<file path="config.mk">
export PLATFORM = sky130hd
export DESIGN_NAME = uart_rx
export DESIGN_NICKNAME = d
export VERILOG_FILES = /design/src/rtl/uart_pkg.sv /design/src/rtl/uart_sync.sv /design/src/rtl/uart_rx.sv
export SDC_FILE = /design/constraint.sdc
export NUM_CORES = 1
export LEC_CHECK = 0
export CAP_MARGIN = 20
export CORE_ASPECT_RATIO = 0.8
export CORE_MARGIN = 5
export CORE_UTILIZATION = 62
export CTS_BUF_LIST = sky130_fd_sc_hd__clkbuf_4 sky130_fd_sc_hd__clkbuf_8
export DETAILED_ROUTE_END_ITERATION = 8
export PLACE_DENSITY = 0.84
export SYNTH_ARGS = -nofsm -noshare
export SYNTH_HDL_FRONTEND = slang
export SYNTH_SLANG_ARGS = --single-unit
</file>
<file path="constraint.sdc">
create_clock -name clk -period 5.9 [get_ports clk]
set_input_delay 1.77 -clock clk [delete_from_list [all_inputs] [get_ports clk]]
set_output_delay 1.77 -clock clk [all_outputs]
set_load 0.005 [all_outputs]
</file>
<file path="src/rtl/uart_pkg.sv">
// Shared UART definitions: receiver FSM states and bit-timing helpers
// used by both uart_rx and uart_tx.
package uart_pkg;

    typedef enum logic [2:0] {
        IDLE,
        START,
        DATA,
        STOP,
        WAIT_IDLE
    } uart_rx_state_t;

    // Clocks per bit time (integer divide).
    function automatic int unsigned uart_period(input int unsigned clk_freq,
                                                input int unsigned baud_rate);
        return clk_freq / baud_rate;
    endfunction

    // Mid-bit sample offset within one bit time.
    function automatic int unsigned uart_half(input int unsigned clk_freq,
                                              input int unsigned baud_rate);
        return uart_period(clk_freq, baud_rate) / 2;
    endfunction

endpackage

</file>
<file path="src/rtl/uart_sync.sv">
// Two-flop synchronizer for the asynchronous rx pin; resets to the idle
// (high) line level so no false start bit is seen out of reset.
module uart_sync (
    input  logic clk,
    input  logic rst_n,
    input  logic d,
    output logic q
);

    logic meta_q, meta_d;
    logic sync_q, sync_d;

    always_comb begin
        meta_d = d;
        sync_d = meta_q;
    end

    always_ff @(posedge clk or negedge rst_n) begin
        if (!rst_n) begin
            meta_q <= 1'b1;
            sync_q <= 1'b1;
        end else begin
            meta_q <= meta_d;
            sync_q <= sync_d;
        end
    end

    assign q = sync_q;

endmodule

</file>
<file path="src/rtl/uart_rx.sv">
// UART receiver: start/data/stop recovery, one-entry valid/ready holding
// register, framing-error and overrun pulses. Optional UART_RX_MAJORITY_EN.
module uart_rx
    import uart_pkg::*;
#(
    parameter int unsigned CLK_FREQ  = 100000000,
    parameter int unsigned BAUD_RATE = 9600,
    parameter int unsigned DATA_BITS = 8,
    parameter int unsigned STOP_BITS = 1
) (
    input  logic                 clk,
    input  logic                 rst_n,
    input  logic                 rx,
    output logic [DATA_BITS-1:0] data,
    output logic                 data_valid,
    input  logic                 data_ready,
    output logic                 frame_err,
    output logic                 overrun
);

    localparam int unsigned PERIOD = uart_period(CLK_FREQ, BAUD_RATE);
    localparam int unsigned HALF   = uart_half(CLK_FREQ, BAUD_RATE);
    localparam int unsigned CW     = $clog2(PERIOD);
    localparam int unsigned BCW    = $clog2(DATA_BITS) + 1;

    logic                 rx_s;
    logic                 sample_pt;
    logic                 bit_val;
    logic                 deliver;

    uart_rx_state_t       state_q, state_d;
    logic [CW-1:0]        clk_count_q, clk_count_d;
    logic [BCW-1:0]       bit_count_q, bit_count_d;
    logic [DATA_BITS-1:0] shift_q, shift_d;
    logic [DATA_BITS-1:0] data_q, data_d;
    logic                 valid_q, valid_d;
    logic                 frame_err_q, frame_err_d;
    logic                 overrun_q, overrun_d;

    uart_sync u_sync (
        .clk   (clk),
        .rst_n (rst_n),
        .d     (rx),
        .q     (rx_s)
    );

`ifdef UART_RX_MAJORITY_EN
    // hist_q[0] holds rx_s at HALF and hist_q[1] at HALF-1 when the decision
    // is taken one cycle late at HALF+1.
    logic [1:0] hist_q, hist_d;

    always_comb hist_d = {hist_q[0], rx_s};

    always_ff @(posedge clk or negedge rst_n) begin
        if (!rst_n) hist_q <= '1;
        else        hist_q <= hist_d;
    end

    assign sample_pt = (clk_count_q == CW'(HALF + 1));
    assign bit_val   = (hist_q[1] & hist_q[0]) | (hist_q[1] & rx_s) | (hist_q[0] & rx_s);
`else
    assign sample_pt = (clk_count_q == CW'(HALF));
    assign bit_val   = rx_s;
`endif

    always_comb begin
        state_d     = state_q;
        clk_count_d = (clk_count_q == CW'(PERIOD - 1)) ? '0 : clk_count_q + 1'b1;
        bit_count_d = bit_count_q;
        shift_d     = shift_q;
        deliver     = 1'b0;
        frame_err_d = 1'b0;

        case (state_q)
            IDLE: begin
                clk_count_d = '0;
                if (!rx_s) state_d = START;
            end
            START: begin
                if (sample_pt) begin
                    if (!bit_val) begin
                        state_d     = DATA;
                        bit_count_d = '0;
                    end else begin
                        state_d = IDLE;
                    end
                end
            end
            DATA: begin
                if (sample_pt) begin
                    shift_d = {bit_val, shift_q[DATA_BITS-1:1]};
                    if (bit_count_q == BCW'(DATA_BITS - 1)) begin
                        state_d     = STOP;
                        bit_count_d = '0;
                    end else begin
                        bit_count_d = bit_count_q + 1'b1;
                    end
                end
            end
            STOP: begin
                if (sample_pt) begin
                    if (!bit_val) begin
                        frame_err_d = 1'b1;
                        state_d     = WAIT_IDLE;
                    end else if (bit_count_q == BCW'(STOP_BITS - 1)) begin
                        deliver = 1'b1;
                        state_d = IDLE;
                    end else begin
                        bit_count_d = bit_count_q + 1'b1;
                    end
                end
            end
            WAIT_IDLE: begin
                clk_count_d = '0;
                if (rx_s) state_d = IDLE;
            end
            default: state_d = IDLE;
        endcase
    end

    // Holding register: a same-cycle accept frees the slot for a new byte.
    always_comb begin
        data_d    = data_q;
        valid_d   = valid_q;
        overrun_d = 1'b0;
        if (valid_q && data_ready) valid_d = 1'b0;
        if (deliver) begin
            if (!valid_q || data_ready) begin
                data_d  = shift_q;
                valid_d = 1'b1;
            end else begin
                overrun_d = 1'b1;
            end
        end
    end

    always_ff @(posedge clk or negedge rst_n) begin
        if (!rst_n) begin
            state_q     <= IDLE;
            clk_count_q <= '0;
            bit_count_q <= '0;
            shift_q     <= '0;
            data_q      <= '0;
            valid_q     <= 1'b0;
            frame_err_q <= 1'b0;
            overrun_q   <= 1'b0;
        end else begin
            state_q     <= state_d;
            clk_count_q <= clk_count_d;
            bit_count_q <= bit_count_d;
            shift_q     <= shift_d;
            data_q      <= data_d;
            valid_q     <= valid_d;
            frame_err_q <= frame_err_d;
            overrun_q   <= overrun_d;
        end
    end

    assign data       = data_q;
    assign data_valid = valid_q;
    assign frame_err  = frame_err_q;
    assign overrun    = overrun_q;

endmodule
</file>
== After elaboration in Yosys (flattened, before gate mapping) ==
Index checks and enable logic that the tools add are counted.

* Equality and inequality tests: 17
* Add/subtract/negate cells: 2
* Multiplexer cells: 32
* Reduce and logical (&&, ||, !) cells: 11

{| class="wikitable"
|+ Operators by type and width
! operator !! number
|-
| 14-bit two-way mux || 2
|-
| 4-bit two-way mux || 7
|-
| 3-bit two-way mux || 8
|-
| 3-bit case mux with 5 select lines || 1
|-
| 14-bit by 1-bit adder with 14-bit output (second input constant) || 1
|-
| 14-bit by 13-bit == test with 1-bit output (second input constant) || 1
|-
| 14-bit == test (second input constant) || 1
|-
| 2-bit inequality test (second input constant) || 7
|-
| 7-bit AND reduction || 2
|-
| 1-bit two-way mux || 12
|-
| 4-bit case mux with 3 select lines || 1
|-
| 3-bit by 2-bit == test with 1-bit output (second input constant) || 2
|-
| 4-bit by 1-bit adder with 4-bit output (second input constant) || 1
|-
| 4-bit by 3-bit == test with 1-bit output (second input constant) || 1
|-
| 4-bit logical NOT || 1
|-
| 2-bit by 1-bit inequality test with 1-bit output (second input constant) || 2
|-
| 2-bit AND reduction || 2
|-
| 3-bit by 1-bit == test with 1-bit output (second input constant) || 1
|-
| 3-bit == test (second input constant) || 1
|-
| 3-bit logical NOT || 1
|-
| 3-bit inequality test (second input constant) || 1
|-
| 3-bit nonzero test || 1
|-
| 2-bit two-way mux || 1
|-
| 2-bit OR reduction || 1
|-
| other kinds (3) || 3
|}

* Output and inout port bits: 11
* Register bits: 42
* Logic and storage cells: 72

== Logic depth before layout (Yosys ltp) ==
* Depth after elaboration: 6
* Depth in mapped cells: 8

== Cells and area by module ==
Synthesis repeated with hierarchy kept, for this count alone.

* Cell total of the unflattened synthesis: 175
* Area total of the unflattened synthesis: 1980.6 µm²

{| class="wikitable"
|+ By module, submodules not included
! module !! times used !! cells an instance !! area each (µm²)
|-
| uart_rx || 1 || 173 || 1928.1
|-
| uart_sync || 1 || 2 || 52.6
|}

== Worst setup path after synthesis ==
Ideal clock, no wire load.

* Path kind: input port to flip-flop
* Start point: in data_ready
* End point: reg data_q[0] (netlist: data[0])
* Stages on the path: 4
* Buffers on the path: 1
* Setup slack: 2.997 ns
* Arrival time: 2.778 ns
* Required time: 5.775 ns
* Cells stage by stage: nand2b_1 or4b_1 buf_4 mux2_4

* Longest elaborated chain between the ends: 2

{| class="wikitable"
|+ Ends and longest elaborated chain
! element !! RTL line !! text
|-
| from (decl) || uart_rx.sv:16 || <nowiki>input logic data_ready,</nowiki>
|-
| 1-bit logical OR || uart_rx.sv:128 || <nowiki>if (!valid_q || data_ready) begin</nowiki>
|-
| 2-bit AND reduction (no line) || - ||
|-
| to (signal assigned) || uart_rx.sv:152 || <nowiki>data_q <= data_d;</nowiki>
|-
| to (decl) || uart_rx.sv:35 || <nowiki>logic [DATA_BITS-1:0] data_q, data_d;</nowiki>
|}

No other way between the ends.
A chain may end at the register's enable or synchronous reset.

== Final worst setup path ==
* Start point: in data_ready
* End point: reg data_q[6] (netlist: data[6])

Same word-level chain as after synthesis.

==> flow_metrics.env <==
export IMPL_status="finished, final reports clean"
export IMPL_synth_xor_area_frac=0.0573
export IMPL_finalSetupTns_ns=0
export IMPL_crit_path_start_kind="primary input"
export IMPL_cts_num_sinks=42
export IMPL_synth_fp_nets=186
export IMPL_fmax_ghz=0.307
export IMPL_hold_buffers=0
export IMPL_critPathRequiredTime_ns=6.08
export IMPL_cp_top_family="simple AND/OR/NAND/NOR gates"
export IMPL_crit_arrival_ns=3.44
export IMPL_antenna_left=0
export IMPL_first_global_vias=1352
export IMPL_rrSetupSlack_ns=3.47
export IMPL_ios=15
export IMPL_max_stage_delay_ns=0.70
export IMPL_yosys_area_share_simple=0.194
export IMPL_dieWidth_um=73.3
export IMPL_endpoint_kind="flip-flop"
export IMPL_cts_tree="done"
export IMPL_p_leak_nw=1.08
export IMPL_setup_viol=0
export IMPL_max_cap_violations=0
export IMPL_slew_headroom=0.364
export IMPL_vias=1352
export IMPL_dpl_cell_area_um2=2140
export IMPL_crit_buf_inv=1
export IMPL_path_clk_slew_ns=0.07
export IMPL_design_area_um2=2260
export IMPL_post_cts_buffers=0
export IMPL_fin_skew_ns=0.00623
export IMPL_drtIter0Drc=140
export IMPL_numCtsBuffers=5
export IMPL_powerDensity_nw_per_um2=237
export IMPL_drt_pass1_iter_count=4
export IMPL_rows=18
export IMPL_worst_slack_ns=2.64
export IMPL_path_max_fanout=8
export IMPL_initial_utilization=0.644
export IMPL_fill_cells=202
export IMPL_hp_class="flip-flop to flip-flop"
export IMPL_final_layout_size_suffix_gt1_frac=0.155
export IMPL_drcViolationCount=0
export IMPL_netlist_instances=178
export IMPL_yosys_warnings=0
export IMPL_rsz0062_at_grt="no"
export IMPL_gp_congestion=0.860
export IMPL_antenna_found_initial=0
export IMPL_dp_hpwl_mm=2.84
export IMPL_die_area_um2=4440
export IMPL_clock_path_buffers=2
export IMPL_routed_via_density=5.80
export IMPL_synth_top_family_by_area="simple AND/OR/NAND/NOR gates"
export IMPL_hold_worst_slack_ns=0.367
export IMPL_crit_type="primary input to flip-flop"
export IMPL_drv_slew=0
export IMPL_root_buffer="clkbuf_8"
export IMPL_crit_chain="clkdlybuf4s50_1, nand2b_1, or4b_1, mux2_4"
export IMPL_async_reset_ff_frac=1.00
export IMPL_ys_flop_type="dfrtp_1"
export IMPL_final_nets=200
export IMPL_diodes=0
export IMPL_htree_num_levels=2
export IMPL_fin_crit_sh=0.552
export IMPL_track_usage=0.198
export IMPL_clk_latency_ns=0.29
export IMPL_fin_util=0.733
export IMPL_syn_area_per_cell_um2=11.2
export IMPL_ys_types=41
export IMPL_routed_wl_mm=3.85
export IMPL_min_period_ns=3.26
export IMPL_layout_area_overhead_vs_synth_pct=13.9
export IMPL_worst_pin_slew_ns=0.954
export IMPL_grt_pass1_wl_mm=6.51
export IMPL_synth_area_mux_share=0.112
export IMPL_yosys_register_bits=42
export IMPL_slowest_stage="or4b_1"
export IMPL_io_buffers=14
export IMPL_preCtsSetupSlack_ns=2.32
export IMPL_vdd_ir_drop_max_v=0.000233
export IMPL_grt_max_degree=43
export IMPL_synth_enable_flop_cells=0
export IMPL_cts_resized_gates=0
export IMPL_p_total_uw=537
export IMPL_die_h_um=60.6
export IMPL_synthAdderAreaFrac=0.0252
export IMPL_fin_cells=233
export IMPL_synth_area_um2=1990
export IMPL_grt_overflow=0
export IMPL_hold_viol_final=0
export IMPL_seq_area_frac_synth=0.531
export IMPL_synth_compound_area_share=0.0510
export IMPL_drt_wirelength_per_cell_um=16.5
export IMPL_core_um2=3090
export IMPL_place_inst=225
-- cell usage after synthesis, types with 3 or more instances --
cell type,n,area share
a21oi_1,3,0.0076
nand4_1,6,0.019
xor2_1,6,0.026
nand3_1,6,0.015
nor2b_1,3,0.0095
mux2_4,8,0.060
inv_1,8,0.015
clkbuf_1,6,0.011
dfrtp_1,40,0.50
mux2_2,9,0.051
o21ai_0,3,0.0076
nand2b_1,3,0.0095
xnor2_1,7,0.031
nand2_1,11,0.021
and3_1,3,0.0095
nor2_1,25,0.047
ha_1,4,0.025
-- worst register-to-register path, stage by stage (launching register included) --
cell and delay [ns]:
dfrtp_1 0.43, inv_1 0.08, ha_1 0.15, nor2b_1 0.17, and4b_1 0.23, nand4_1 0.13, or4b_1 0.75, mux2_4 0.39
-- metal layers --
metal,part of all wire,GRT usage
met2,0.49,0.315
met5,0,0
met4,0.015,0.0632
met1,0.45,0.265
met3,0.042,0.0579
-- power by group --
part | internal, mW | switching (mW)
combinational | 0.00211 | 0.00598
sequential | 0.289 | 0.00105
clock | 0.143 | 0.0960
-- kinds of logic after synthesis --
group / count (synthesis)
multiplexers: 17
flip-flops: 42
buffers and inverters: 15
AND/OR/NAND/NOR: 72
XOR/XNOR: 13
AO/OA/AOI/OAI: 15
adder cells (fa/ha/maj): 4
-- path summary, 6_finish.rpt --
check	end	cells after the start	start
worst max-delay path	data[6]$_DFFE_PN0P_	4	data_ready
worst min-delay path	u_sync.q$_DFF_PN1_	0	u_sync.meta_q$_DFF_PN1_
worst max register to register	data[6]$_DFFE_PN0P_	7	clk_count_q[0]$_DFF_PN0_
worst min register to register	u_sync.q$_DFF_PN1_	0	u_sync.meta_q$_DFF_PN1_
max in group asynchronous	shift_q[6]$_DFFE_PN0P_	1	rst_n
min in group asynchronous	state_q[0]$_DFFE_PN0P_	1	rst_n
-- final cells by class --
class / instances / area [µm²] / area share
timing repair buffer: 14 / 135 / 0.0598
sequential: 42 / 1050 / 0.466
tap: 40 / 50.0 / 0.0221
clock inverter: 1 / 30.0 / 0.0133
inverter: 8 / 30.0 / 0.0133
multi-input combinational: 121 / 872 / 0.386
clock buffer: 7 / 90.1 / 0.0398
-- flip-flops by register name, indices dropped and copies added, names as in the netlist --
name / count
clk_count_q: 14
data: 8
shift_q: 8
bit_count_q: 4
state_q: 3
data_valid: 1
frame_err: 1
overrun: 1
u_sync.meta_q: 1
u_sync.q: 1
-- cells in the final DEF, fill, tap and decap left out, drive strengths merged, types with 4 or more instances in the layout --
cell type / instances
ha: 4
clkdlybuf4s50: 13
nand4: 6
nand2: 11
xor2: 6
xnor2: 7
dfrtp: 40
inv: 8
mux2: 17
nor2: 25
clkbuf: 7
nand3: 6
(Power assumes the default switching activity.)
